File: config.mk
export PLATFORM = sky130hd
export DESIGN_NAME = frame_buf_arbiter_flat
export DESIGN_NICKNAME = d
export VERILOG_FILES = /design/src/rtl/frame_buf_arbiter_if.sv /design/src/rtl/frame_buf_arbiter.sv /design/src/flat_wrapper.sv
export SDC_FILE = /design/constraint.sdc
export NUM_CORES = 1
export LEC_CHECK = 0
export CAP_MARGIN = 25
export CORE_MARGIN = 1
export CORE_UTILIZATION = 52
export CTS_CLUSTER_DIAMETER = 60
export DETAILED_ROUTE_END_ITERATION = 10
export PLACE_DENSITY_LB_ADDON = 0.25
export SETUP_SLACK_MARGIN = 0.1
export SLEW_MARGIN = 10
export SYNTH_ARGS = -nofsm -noshare
export SYNTH_HDL_FRONTEND = slang
export SYNTH_SLANG_ARGS = --single-unit
File: constraint.sdc
create_clock -name clk -period 6.8 [get_ports clk]
set_input_delay 1.7 -clock clk [delete_from_list [all_inputs] [get_ports clk]]
set_output_delay 1.7 -clock clk [all_outputs]
set_load 0.005 [all_outputs]
File: src/rtl/frame_buf_arbiter_if.sv
// Bus bundle between frame_buf_arbiter and its video, control and RAM neighbours.
// slave is the arbiter's view; master is the surrounding system's view.
interface frame_buf_arbiter_if #(
  parameter int unsigned AW = 22,
  parameter int unsigned DW = 16
);
  logic          blanking;
  logic          rd_req;
  logic [AW-1:0] rd_addr;
  logic [DW-1:0] rd_data;
  logic          rd_valid;
  logic          wr_req;
  logic [AW-1:0] wr_addr;
  logic [DW-1:0] wr_data;
  logic          wr_full;
  logic          wr_empty;
  logic [7:0]    ovf_cnt;
  logic          ram_oe;
  logic          ram_wr;
  logic [AW-1:0] ram_addr;
  logic [DW-1:0] ram_din;
  logic [DW-1:0] ram_dout;

  modport slave (
    input  blanking, rd_req, rd_addr, wr_req, wr_addr, wr_data, ram_dout,
    output rd_data, rd_valid, wr_full, wr_empty, ovf_cnt,
           ram_oe, ram_wr, ram_addr, ram_din
  );

  modport master (
    output blanking, rd_req, rd_addr, wr_req, wr_addr, wr_data, ram_dout,
    input  rd_data, rd_valid, wr_full, wr_empty, ovf_cnt,
           ram_oe, ram_wr, ram_addr, ram_din
  );
endinterface

File: src/rtl/frame_buf_arbiter.sv
// Shares the PSRAM port between video reads (absolute priority) and FIFO-buffered control writes.
// Define FRAME_BUF_ARB_WR_ACTIVE_EN to also drain writes during active video in read-free cycles.
module frame_buf_arbiter #(
  parameter int unsigned AW         = 22,
  parameter int unsigned DW         = 16,
  parameter int unsigned FIFO_DEPTH = 8,
  parameter int unsigned RD_LAT     = 2
) (
  input logic              clk,
  input logic              rst,
  frame_buf_arbiter_if.slave bus
);
  localparam int unsigned IW = $clog2(FIFO_DEPTH);
  localparam int unsigned PW = IW + 1;

  // Encoding doubles as the RAM command bits: bit0 = oe, bit1 = wr.
  typedef enum logic [1:0] {
    IDLE = 2'b00,
    RD   = 2'b01,
    WR   = 2'b10
  } state_t;

  typedef struct packed {
    logic [AW-1:0] addr;
    logic [DW-1:0] data;
  } wr_entry_t;

  state_t            state, state_n;
  wr_entry_t         mem [FIFO_DEPTH];
  wr_entry_t         head_c;
  logic [PW-1:0]     wptr, rptr, wptr_n, rptr_n;
  logic              push_c, pop_c, rd_sel_c, wr_ok_c;
  logic [RD_LAT-1:0] vpipe;

`ifdef FRAME_BUF_ARB_WR_ACTIVE_EN
  assign wr_ok_c = 1'b1;
`else
  assign wr_ok_c = bus.blanking;
`endif

  assign head_c = mem[rptr[IW-1:0]];
  assign push_c = bus.wr_req && !bus.wr_full;
  assign pop_c  = (state_n == WR);
  assign wptr_n = wptr + PW'(push_c);
  assign rptr_n = rptr + PW'(pop_c);

  assign bus.ram_oe = state[0];
  assign bus.ram_wr = state[1];

  // Scheduler: reads win, writes fill otherwise-idle slots.
  always_comb begin
    state_n  = IDLE;
    rd_sel_c = bus.rd_req && !bus.blanking;
    if (rd_sel_c) begin
      state_n = RD;
    end else if (!bus.wr_empty && wr_ok_c) begin
      state_n = WR;
    end
  end

  always_ff @(posedge clk or posedge rst) begin
    if (rst) begin
      state        <= IDLE;
      wptr         <= '0;
      rptr         <= '0;
      bus.wr_full  <= 1'b0;
      bus.wr_empty <= 1'b1;
      bus.ovf_cnt  <= '0;
      bus.ram_addr <= '0;
      bus.ram_din  <= '0;
      vpipe        <= '0;
      bus.rd_valid <= 1'b0;
      bus.rd_data  <= '0;
    end else begin
      state        <= state_n;
      wptr         <= wptr_n;
      rptr         <= rptr_n;
      bus.wr_empty <= (wptr_n == rptr_n);
      bus.wr_full  <= ((wptr_n ^ rptr_n) == {1'b1, {IW{1'b0}}});

      // Fullness is judged before any same-cycle pop.
      if (bus.wr_req && bus.wr_full && (bus.ovf_cnt != 8'hFF)) begin
        bus.ovf_cnt <= bus.ovf_cnt + 8'd1;
      end

      unique case (state_n)
        RD: bus.ram_addr <= bus.rd_addr;
        WR: begin
          bus.ram_addr <= head_c.addr;
          bus.ram_din  <= head_c.data;
        end
        default: ;
      endcase

      vpipe        <= RD_LAT'({vpipe, bus.ram_oe});
      bus.rd_valid <= vpipe[RD_LAT-1];
      if (vpipe[RD_LAT-1]) begin
        bus.rd_data <= bus.ram_dout;
      end
    end
  end

  // Storage carries no reset; the pointers define what is live.
  always_ff @(posedge clk) begin
    if (push_c) begin
      mem[wptr[IW-1:0]] <= '{addr: bus.wr_addr, data: bus.wr_data};
    end
  end
endmodule

File: src/flat_wrapper.sv
// flat-port wrapper written by rule: the top's interface ports become plain ports
module frame_buf_arbiter_flat 
#(
  parameter int unsigned AW         = 22,
  parameter int unsigned DW         = 16,
  parameter int unsigned FIFO_DEPTH = 8,
  parameter int unsigned RD_LAT     = 2
)
  (clk, rst, bus_blanking, bus_rd_req, bus_rd_addr, bus_wr_req, bus_wr_addr, bus_wr_data, bus_ram_dout, bus_rd_data, bus_rd_valid, bus_wr_full, bus_wr_empty, bus_ovf_cnt, bus_ram_oe, bus_ram_wr, bus_ram_addr, bus_ram_din);
  frame_buf_arbiter_if #(.AW(AW), .DW(DW)) bus_i ();
  input logic clk;
  input logic rst;
  input wire logic [$bits(bus_i.blanking)-1:0] bus_blanking;
  input wire logic [$bits(bus_i.rd_req)-1:0] bus_rd_req;
  input wire logic [$bits(bus_i.rd_addr)-1:0] bus_rd_addr;
  input wire logic [$bits(bus_i.wr_req)-1:0] bus_wr_req;
  input wire logic [$bits(bus_i.wr_addr)-1:0] bus_wr_addr;
  input wire logic [$bits(bus_i.wr_data)-1:0] bus_wr_data;
  input wire logic [$bits(bus_i.ram_dout)-1:0] bus_ram_dout;
  output wire logic [$bits(bus_i.rd_data)-1:0] bus_rd_data;
  output wire logic [$bits(bus_i.rd_valid)-1:0] bus_rd_valid;
  output wire logic [$bits(bus_i.wr_full)-1:0] bus_wr_full;
  output wire logic [$bits(bus_i.wr_empty)-1:0] bus_wr_empty;
  output wire logic [$bits(bus_i.ovf_cnt)-1:0] bus_ovf_cnt;
  output wire logic [$bits(bus_i.ram_oe)-1:0] bus_ram_oe;
  output wire logic [$bits(bus_i.ram_wr)-1:0] bus_ram_wr;
  output wire logic [$bits(bus_i.ram_addr)-1:0] bus_ram_addr;
  output wire logic [$bits(bus_i.ram_din)-1:0] bus_ram_din;
  assign bus_i.blanking = bus_blanking;
  assign bus_i.rd_req = bus_rd_req;
  assign bus_i.rd_addr = bus_rd_addr;
  assign bus_i.wr_req = bus_wr_req;
  assign bus_i.wr_addr = bus_wr_addr;
  assign bus_i.wr_data = bus_wr_data;
  assign bus_i.ram_dout = bus_ram_dout;
  assign bus_rd_data = bus_i.rd_data;
  assign bus_rd_valid = bus_i.rd_valid;
  assign bus_wr_full = bus_i.wr_full;
  assign bus_wr_empty = bus_i.wr_empty;
  assign bus_ovf_cnt = bus_i.ovf_cnt;
  assign bus_ram_oe = bus_i.ram_oe;
  assign bus_ram_wr = bus_i.ram_wr;
  assign bus_ram_addr = bus_i.ram_addr;
  assign bus_ram_din = bus_i.ram_din;
  frame_buf_arbiter #(.AW(AW), .DW(DW), .FIFO_DEPTH(FIFO_DEPTH), .RD_LAT(RD_LAT)) u_core (.clk(clk), .rst(rst), .bus(bus_i));
endmodule
## Word level (Yosys, flattened, before mapping)

Memory sizes are Yosys's and may differ from the RTL's.
Index checks and enable logic that the tools add are counted.

- Add/subtract/negate cells: 3
- Multiply operators: 0
- Divide/modulo/power cells: 0
- Magnitude comparators: 0
- Eq/ne operators: 5
- Shift-type cells: 0
- Multiplexer cells: 5
- Bitwise operators: 1
- Reductions and logical operators: 9

Operators by type and width:

| cell | number |
|---|---|
| case mux 22 bit (2 select lines) | 1 |
| adder 4 x 1 -> 4 bit | 2 |
| adder 8 x 1 -> 8 bit (second input constant) | 1 |
| inequality test 8 bit (second input constant) | 1 |
| logical AND 1 bit | 5 |
| == test 4 bit | 1 |
| == test 4 bit (second input constant) | 1 |
| two-way mux 2 bit | 2 |
| bitwise XOR 4 bit | 1 |
| logical NOT 1 bit | 3 |
| == test 2 x 1 -> 1 bit (second input constant) | 1 |
| == test 2 bit (second input constant) | 1 |
| two-way mux 1 bit | 2 |
| nonzero test 2 bit | 1 |

- Register bits: 77
- Bits in latches: 0
- RAM bits: 304
- ROM bits: 0
- Input port bits: 81
- Output and inout port bits: 67
- Word-level logic and storage cells: 35
- Memories kept: 1

Memory list:

| name | depth | bits a word | read ports | clocked after Yosys merged registers in | wr ports | line | source |
|---|---|---|---|---|---|---|---|
| u_core.mem | 8 | 38 | 1 | 0 | 1 | frame_buf_arbiter.sv:29 | `wr_entry_t mem [FIFO_DEPTH];` |

## Logic depth before layout (Yosys ltp)

Gate-level depths: netlist of the first run.

- Word-level depth: 8
- Gate-level depth with buffers: 10
- Mapped depth without buffers: 8

## Worst setup path after synthesis of the first run

Ideal clock, no wire load.

- Kind: input to register
- Start point: input bus_wr_req
- End point: memory u_core.mem[0][0] in the netlist's numbering (enable)
- Library setup time: 0.480 ns
- Data arrival time: 4.621 ns
- Required time: 6.320 ns
- Path slack: 1.699 ns
- Stages: 3
- Path buffers: 0
- Cell sequence: nor2b_1 nand2b_1 nor3_1

- Cells in the longest elaborated chain, start to end: 3

RTL lines:

| item | line | source |
|---|---|---|
| start: declaration | flat_wrapper.sv:16 | `input wire logic [$bits(bus_i.wr_req)-1:0] bus_wr_req;` |
| logical AND 1 bit | frame_buf_arbiter.sv:42 | `assign push_c = bus.wr_req && !bus.wr_full;` |
| two-way mux 1 bit | frame_buf_arbiter.sv:105 | `if (push_c) begin` |
| two-way mux 1 bit (implied by the code) | frame_buf_arbiter.sv:106 | `mem[wptr[IW-1:0]] <= '{addr: bus.wr_addr, data: bus.wr_data};` |
| end: declaration | frame_buf_arbiter.sv:29 |  |

Every way passes these cells.

## Worst setup path after layout of the first run

- Start point: input bus_blanking
- End point: register u_core.bus.wr_full

- Cells in the longest elaborated chain, start to end: 7
- Elaborated cells on any way between the ends: 9
- Those cells by class: add/sub: 1; eq/ne: 2; mux: 2; bitwise: 1; reduce/logical: 3

RTL lines:

| item | line | source |
|---|---|---|
| start: declaration | flat_wrapper.sv:13 | `input wire logic [$bits(bus_i.blanking)-1:0] bus_blanking;` |
| logical AND 1 bit or logical NOT 1 bit (tied branches) | frame_buf_arbiter.sv:56, frame_buf_arbiter.sv:53 |  |
| two-way mux 2 bit or logical AND 1 bit (tied branches) | frame_buf_arbiter.sv:56, frame_buf_arbiter.sv:53 |  |
| two-way mux 2 bit (*) | frame_buf_arbiter.sv:54 | `if (rd_sel_c) begin` |
| == test 2 bit (*) | frame_buf_arbiter.sv:43 | `assign pop_c = (state_n == WR);` |
| adder 4 x 1 -> 4 bit (*) | frame_buf_arbiter.sv:45 | `assign rptr_n = rptr + PW'(pop_c);` |
| via u_core.rptr_n[2] | frame_buf_arbiter.sv:31 | `logic [PW-1:0] wptr, rptr, wptr_n, rptr_n;` |
| bitwise XOR 4 bit (*) | frame_buf_arbiter.sv:79 | `bus.wr_full <= ((wptr_n ^ rptr_n) == {1'b1, {IW{1'b0}}});` |
| == test 4 bit (*) | frame_buf_arbiter.sv:79 |  |
| end signal: assignment | frame_buf_arbiter.sv:79 |  |
| end: declaration | frame_buf_arbiter_if.sv:26 | `output rd_data, rd_valid, wr_full, wr_empty, ovf_cnt,` |

The timed path passes the listed nets; every way through them passes the cells marked *.
A chain may end at the register's enable or synchronous reset.

==> results of run 1 <==
[layout by cell type (no fill, tap or decap), types with 19 or more instances in the layout]
master           synthesis  final
dfrtp_1                 76     75
mux2_2                  20     20
a22oi_1                 74     74
mux2i_1                155    155
clkbuf_16                0     41
edfxtp_1               304    304
nand2_1                 41     41
clkdlybuf4s50_1          0    147
nor2_1                  25     19
nand3_1                 22     22
[how the worst max path moves through the flow]
stage                                      to    startpoint  cells after the start
after floorplan              u_core.mem[0][0]    bus_wr_req                      3
after global placement    u_core.bus.wr_empty  bus_blanking                     10
after detailed placement   u_core.bus.wr_full  bus_blanking                     10
after CTS                  u_core.bus.wr_full  bus_blanking                     10
after global routing       u_core.bus.wr_full  bus_blanking                     10
final                      u_core.bus.wr_full  bus_blanking                     10
[critical path, cell delays in order]
cell and delay, ns:
clkdlybuf4s50_1 0.50, nand2b_2 0.11, buf_4 0.42, inv_2 0.36
ha_1 0.31, ha_1 0.19, xor2_1 0.16, xor2_1 0.18
or3_4 0.40, nor2b_2 0.10
[area by class of cell]
type | instances | area, sq um | area share (%)
Tap cell | 378 | 473.0 | 2.630
Inverter | 6 | 23.77 | 0.1322
Clock buffer | 56 | 1152 | 6.408
Clock inverter | 18 | 167.7 | 0.9324
Multi-Input combinational cell | 422 | 3382 | 18.81
Timing Repair Buffer | 165 | 1723 | 9.581
Sequential cell | 381 | 11060 | 61.51
[per-layer routing]
metal | vias to the layer above | GRT usage, % | share of wire [%]
li1 | 3647 | - | -
met1 | 4011 | 27.82 | 43
met2 | 259 | 34.62 | 49
met3 | 44 | 3.163 | 5.9
met4 | 0 | 7.246 | 2.3
met5 | - | 0 | 0
[sequential cells by signal, indices dropped and copies added (netlist names)]
signal               flops
u_core.bus.rd_data      16
u_core.bus.wr_empty      1
u_core.bus.wr_full       1
u_core.vpipe             2
u_core.bus.ovf_cnt       8
u_core.mem             304
u_core.bus.ram_din      16
u_core.state             2
u_core.wptr              4
u_core.rptr              4
u_core.bus.ram_addr     22
u_core.bus.rd_valid      1
[metrics by stage]
step | power (mW) | cells | utilization, %
after detailed placement | 5.272 | 1351 | 59.94
final | 7.353 | 1426 | 64.73
after CTS | 7.424 | 1425 | 64.69
after global placement | 5.161 | 1346 | 59.44
after floorplan | 4.481 | 852 | -
after global routing | 7.698 | 1426 | 64.73
[where the power goes]
| group | total [mW] | switching, mW | internal (mW) | leakage (nW) |
|---|---|---|---|---|
| combinational | 1.98 | 1.04 | 0.948 | 2.28 |
| clock | 2.15 | 0.847 | 1.30 | 0.658 |
| sequential | 3.22 | 0.257 | 2.97 | 3.68 |
| total | 7.35 | 2.14 | 5.21 | 6.62 |
[cell families after synthesis]
| group | Yosys count | synth area share [%] |
|---|---|---|
| and+or+nand+nor | 109 | 3.359 |
| muxes | 177 | 12.33 |
| adders and majority gates | 5 | 0.4262 |
| DFF | 381 | 75.33 |
| xor gates and xnor gates | 13 | 0.7757 |
| AOI/OAI and AO/OA | 118 | 5.609 |
| buffers and inverters | 49 | 2.165 |
==> flow_summary_export.csv, run 1 <==
group,metric,value,unit
floorplan,die_area,28900,sq um
logic_synthesis,synth.distinct_cells,38,
global_routing,antenna_found_initial,0,
global_routing,track_usage,20.73,%
critical_path,endpoint_kind,"register",
routing,routed-via-count,7961,
sta,slew_viol_final,0,
flow_run,maxCapViolCount,0,
worst_hold_path,hp-start,"u_core.vpipe[0]",
worst_hold_path,hold_path_end,"u_core.vpipe[1]",
sta,post-route-period-util,58.65,%
placement,dp_hpwl,17320,um
logic_synthesis,synth_top_area_share,62.19,%
sta,slew_headroom,30.78,%
worst_hold_path,hold_depth,0,
critical_path,reg2reg_to,"u_core.bus.ram_din[15]",
clock_network,cts.path.max_buffers,3,
layout,diodes,0,
routing,drt_iter0_markers,716,
logic_synthesis,synthTopCellsByCount,"edfxtp_1 (304), mux2i_1 (155), dfrtp_1 (76)",
logic_synthesis,synthArstFlopShare,20.21,%
sta,tightest_slew,1.038,ns
power_and_ir_drop,leakage,6.615,nW
logic_synthesis,syn_nets,938,
routing,ant_nets,0,
floorplan,pin_count,148,
clock_network,post-cts-setup-buffers,0,
sta,fin_skew,0.02592,ns
logic_synthesis,synth.avg_cell_area,17.23,sq um
floorplan,fp.dieW,170.0,um
clock_network,htreeDepth,2,
global_routing,grt_start_max_net_pins,60,
clock_network,clk_latency,0.53,ns
logic_synthesis,synth_most_common_cell,"edfxtp_1",
routing,dr.pass1.iters,5,
placement,portBuffers,147,
sta,maxClockFrequency,0.2508,GHz
layout,fillerInstances,1966,
critical_path,reg2reg_depth,4,
clock_network,post_cts_resized,0,
sta,setup_slack,2.812,ns
critical_path,startpoint_type,"input pin",
placement,gp_congestion,0.7672,
sta,hold_viol_final,0,
floorplan,die_h,170.0,um
logic_synthesis,yosys-top-cells-area,"edfxtp_1 (62%), dfrtp_1 (13%), mux2i_1 (11%)",
layout,area_growth_syn_to_layout,22.51,%
routing,drc,0,
critical_path,crit_path_max_fanout,37,
logic_synthesis,syn_inst,852,
placement,placed_area,16650,sq um
sta,period_minus_slack,3.988,ns
layout,drive_above_1_share,11.64,%
clock_network,clk_pin_slew,0.06,ns
global_routing,grt_pass1_vias,8122,
routing,viasPerCell,5.583,
critical_path,r2r_start,"u_core.rptr[0]",
critical_path,r2r_slack,3.75,ns
critical_path,path_class,"in -> reg",
power_and_ir_drop,power.density,408.9,nW/um^2
sta,whs,0.3472,ns
layout,design_area,17980,sq um
floorplan,coreArea,27780,sq um
logic_synthesis,synth-main-ff-cell,"edfxtp_1",
critical_path,cp.required,7.25,ns
sta,finalSetupViolCount,0,
logic_synthesis,yosysWarnings,0,
critical_path,crit_arrival,4.43,ns
floorplan,num_rows,61,
clock_network,hold_buffers,0,
layout,final_nets,1102,
logic_synthesis,synth_edf_count,304,
clock_network,cts_num_sinks,381,
logic_synthesis,yosysSeqAreaShare,75.33,%
logic_synthesis,yosysTopAreaCell,"edfxtp_1",
sta,fin_setup_tns,0,ns
global_routing,overflow,0,
placement,post-place-ws,2.255,ns
logic_synthesis,syn_area,14680,sq um
power_and_ir_drop,peakVddDrop,0.0001894,V
floorplan,start_util,52.83,%
routing,wl_per_cell,20.57,um
clock_network,cts_tree,"done",
clock_network,clock-root-buffer,"clkbuf_16",
worst_hold_path,worstHoldPathType,"reg -> reg",
status,status,"complete, no violations",
logic_synthesis,synth_seq_cells,381,
sta,rsz0062_at_grt,"false",
routing,wl,29330,um
clock_network,numCtsBuffers,40,
global_routing,grt_pass1_wl,45380,um
Power figures use the tool's default switching activity.
==> run 2, diff against run 1 <==
--- a/config.mk
+++ b/config.mk
@@ -7,7 +7,7 @@
 export LEC_CHECK = 0
 export CAP_MARGIN = 25
 export CORE_MARGIN = 1
-export CORE_UTILIZATION = 52
+export CORE_UTILIZATION = 51
 export CTS_CLUSTER_DIAMETER = 60
 export DETAILED_ROUTE_END_ITERATION = 10
 export PLACE_DENSITY_LB_ADDON = 0.25
==> constraint.sdc (replaced) <==
create_clock -name clk -period 3.6 [get_ports clk]
set_input_delay 0.9 -clock clk [delete_from_list [all_inputs] [get_ports clk]]
set_output_delay 0.9 -clock clk [all_outputs]
set_load 0.005 [all_outputs]
==> flow_summary_export.csv, run 2 (same netlist as run 1, synthesis figures left out) <==
group,metric,value,unit
global_routing,grt_start_max_net_pins,49,
sta,fin_skew,0.008192,ns
sta,period_minus_slack,2.542,ns
placement,gp_congestion,0.7387,
routing,dr.pass1.iters,5,
clock_network,post-cts-setup-buffers,0,
layout,diodes,0,
floorplan,start_util,52.40,%
sta,slew_viol_final,0,
worst_hold_path,hp-start,"u_core.vpipe[0]",
clock_network,clock-root-buffer,"clkbuf_16",
layout,final_cell_mix,"edfxtp_1 (304), mux2i_1 (155), clkdlybuf4s50_1 (147)",
clock_network,post_cts_resized,0,
power_and_ir_drop,power_switching,4.002,mW
floorplan,die_h,171.6,um
critical_path,reg2reg_to,"u_core.bus.wr_full",
routing,wl,29420,um
floorplan,num_rows,61,
critical_path,reg2reg_depth,6,
routing,wl_met2,13950,um
power_and_ir_drop,power.density,756.9,nW/um^2
sta,fin_setup_tns,0,ns
critical_path,slowest_stage,"clkdlybuf4s50_1",
worst_hold_path,hold_depth,0,
clock_network,cts_num_sinks,381,
floorplan,die_area,29460,sq um
sta,finalSetupViolCount,0,
critical_path,path_buf_inv,1,
layout,area_growth_syn_to_layout,21.66,%
power_and_ir_drop,switching_share,29.61,%
status,status,"complete, no violations",
routing,wl_per_cell,20.60,um
placement,portBuffers,147,
critical_path,crit_path_max_fanout,3,
layout,largest_reg_flops,304,
clock_network,clk_latency,0.52,ns
global_routing,grt_pass1_wl,45180,um
routing,drc,0,
routing,routed-via-count,7937,
floorplan,fp.dieW,171.6,um
routing,viasPerCell,5.558,
critical_path,path_delay_family,"simple AND/OR/NAND/NOR gates",
power_and_ir_drop,leakage,6.572,nW
sta,hold_viol_final,0,
sta,slew_headroom,42.32,%
global_routing,grt_pass1_vias,7993,
flow_run,maxCapViolCount,0,
routing,drt-met1-wl,13250,um
power_and_ir_drop,p_seq_share,44.9,%
routing,routed.top_layer,"met4",
critical_path,startpoint_type,"input pin",
clock_network,cts_tree,"done",
critical_path,path_class,"in -> reg",
worst_hold_path,worstHoldPathType,"reg -> reg",
clock_network,clk_pin_slew,0.06,ns
layout,drive_above_1_share,11.52,%
worst_hold_path,hold_path_end,"u_core.vpipe[1]",
power_and_ir_drop,peakVddDrop,0.0004931,V
clock_network,cts.path.max_buffers,3,
floorplan,coreArea,28010,sq um
layout,fillerInstances,1980,
power_and_ir_drop,p_comb_share,27.6,%
layout,final_nets,1108,
floorplan,pin_count,148,
power_and_ir_drop,p_int,9.515,mW
clock_network,htreeDepth,2,
routing,ant_nets,0,
critical_path,cp.required,4.05,ns
sta,rsz0062_at_grt,"false",
clock_network,hold_buffers,0,
critical_path,critical_path.cell_chain,"clkdlybuf4s50_1 -> nor2b_1 -> ha_1 -> ha_1 -> xor2_1 -> xor2_1 -> or3_4 -> nor2b_2",
critical_path,r2r_slack,1.39,ns
clock_network,numCtsBuffers,38,
global_routing,overflow,0,
power_and_ir_drop,power_frac_clock,27.5,%
critical_path,r2r_start,"u_core.rptr[0]",
global_routing,antenna_found_initial,0,
sta,post-route-period-util,70.62,%
sta,maxClockFrequency,0.3934,GHz
routing,drt_iter0_markers,560,
critical_path,endpoint_kind,"register",
power_and_ir_drop,power,13.52,mW
layout,final_common_cell,"edfxtp_1",
placement,dp_hpwl,17470,um
sta,tightest_slew,0.8634,ns
global_routing,track_usage,20.41,%
critical_path,crit_arrival,2.99,ns
critical_path,slowest_delay,0.47,ns
routing,wl_met3,1761,um
## run 2: cell count changes in the layout (fill, tap and decap cells not counted), moves of 4 or more
cell / previous run / this run
buf_12: 1 / 5
clkbuf_8: 7 / 1
buf_16: 5 / 0
buf_4: 11 / 21
## run 2: cell type report
cell class,instances,area [sq um],area share [%]
inverter,6,23.77,0.1331
tap,378,473.0,2.649
multi-input combinational,422,3395,19.01
sequential,381,11060,61.94
clock inverter,17,102.6,0.5746
timing repair buffer,173,1729,9.683
clock buffer,51,1074,6.012
## run 2: how the worst max path moves through the flow
stage / from / endpoint / slack [ns] / depth (start not counted)
2_1_floorplan: bus_wr_req / u_core.mem[4][0] / 0.32 / 3
3_3_place_gp: bus_wr_req / u_core.mem[0][34] / 0.58 / 5
3_5_place_dp: bus_wr_req / u_core.bus.wr_full / 0.56 / 8
4_1_cts: bus_wr_req / u_core.bus.wr_full / 1.09 / 8
5_1_grt: bus_wr_req / u_core.bus.wr_full / 0.96 / 8
6_report: bus_wr_req / u_core.bus.wr_full / 1.06 / 8
## run 2: power by group through the flow
stage	combinational (mW)	clock, mW	sequential [mW]
after global routing	4.07	3.98	6.15
after global placement	3.71	0	6.13
after detailed placement	3.77	0	6.15
after floorplan	2.47	0	5.99
final	3.73	3.72	6.07
after CTS	3.78	3.79	6.07
## run 2: layer usage
layer / vias to the layer above / track usage [%]
met4: 0 / 5.357
met3: 39 / 3.843
met2: 227 / 33.04
met1: 4014 / 28.46
met5: - / 0
li1: 3657 / -
## run 2: through the flow
stage / util, % / setup WS [ns] / hold slack (ns) / instances / cell area, sq um
2_1_floorplan: - / 0.3168 / 0.3312 / 852 / 14690
3_3_place_gp: 59.55 / 0.5760 / 0.3359 / 1360 / 16680
3_5_place_dp: 59.55 / 0.5556 / 0.3381 / 1360 / 16680
4_1_cts: 63.75 / 1.094 / 0.3517 / 1428 / 17860
5_1_grt: 63.75 / 0.9650 / 0.3538 / 1428 / 17860
6_report: 63.75 / 1.058 / 0.3493 / 1428 / 17860
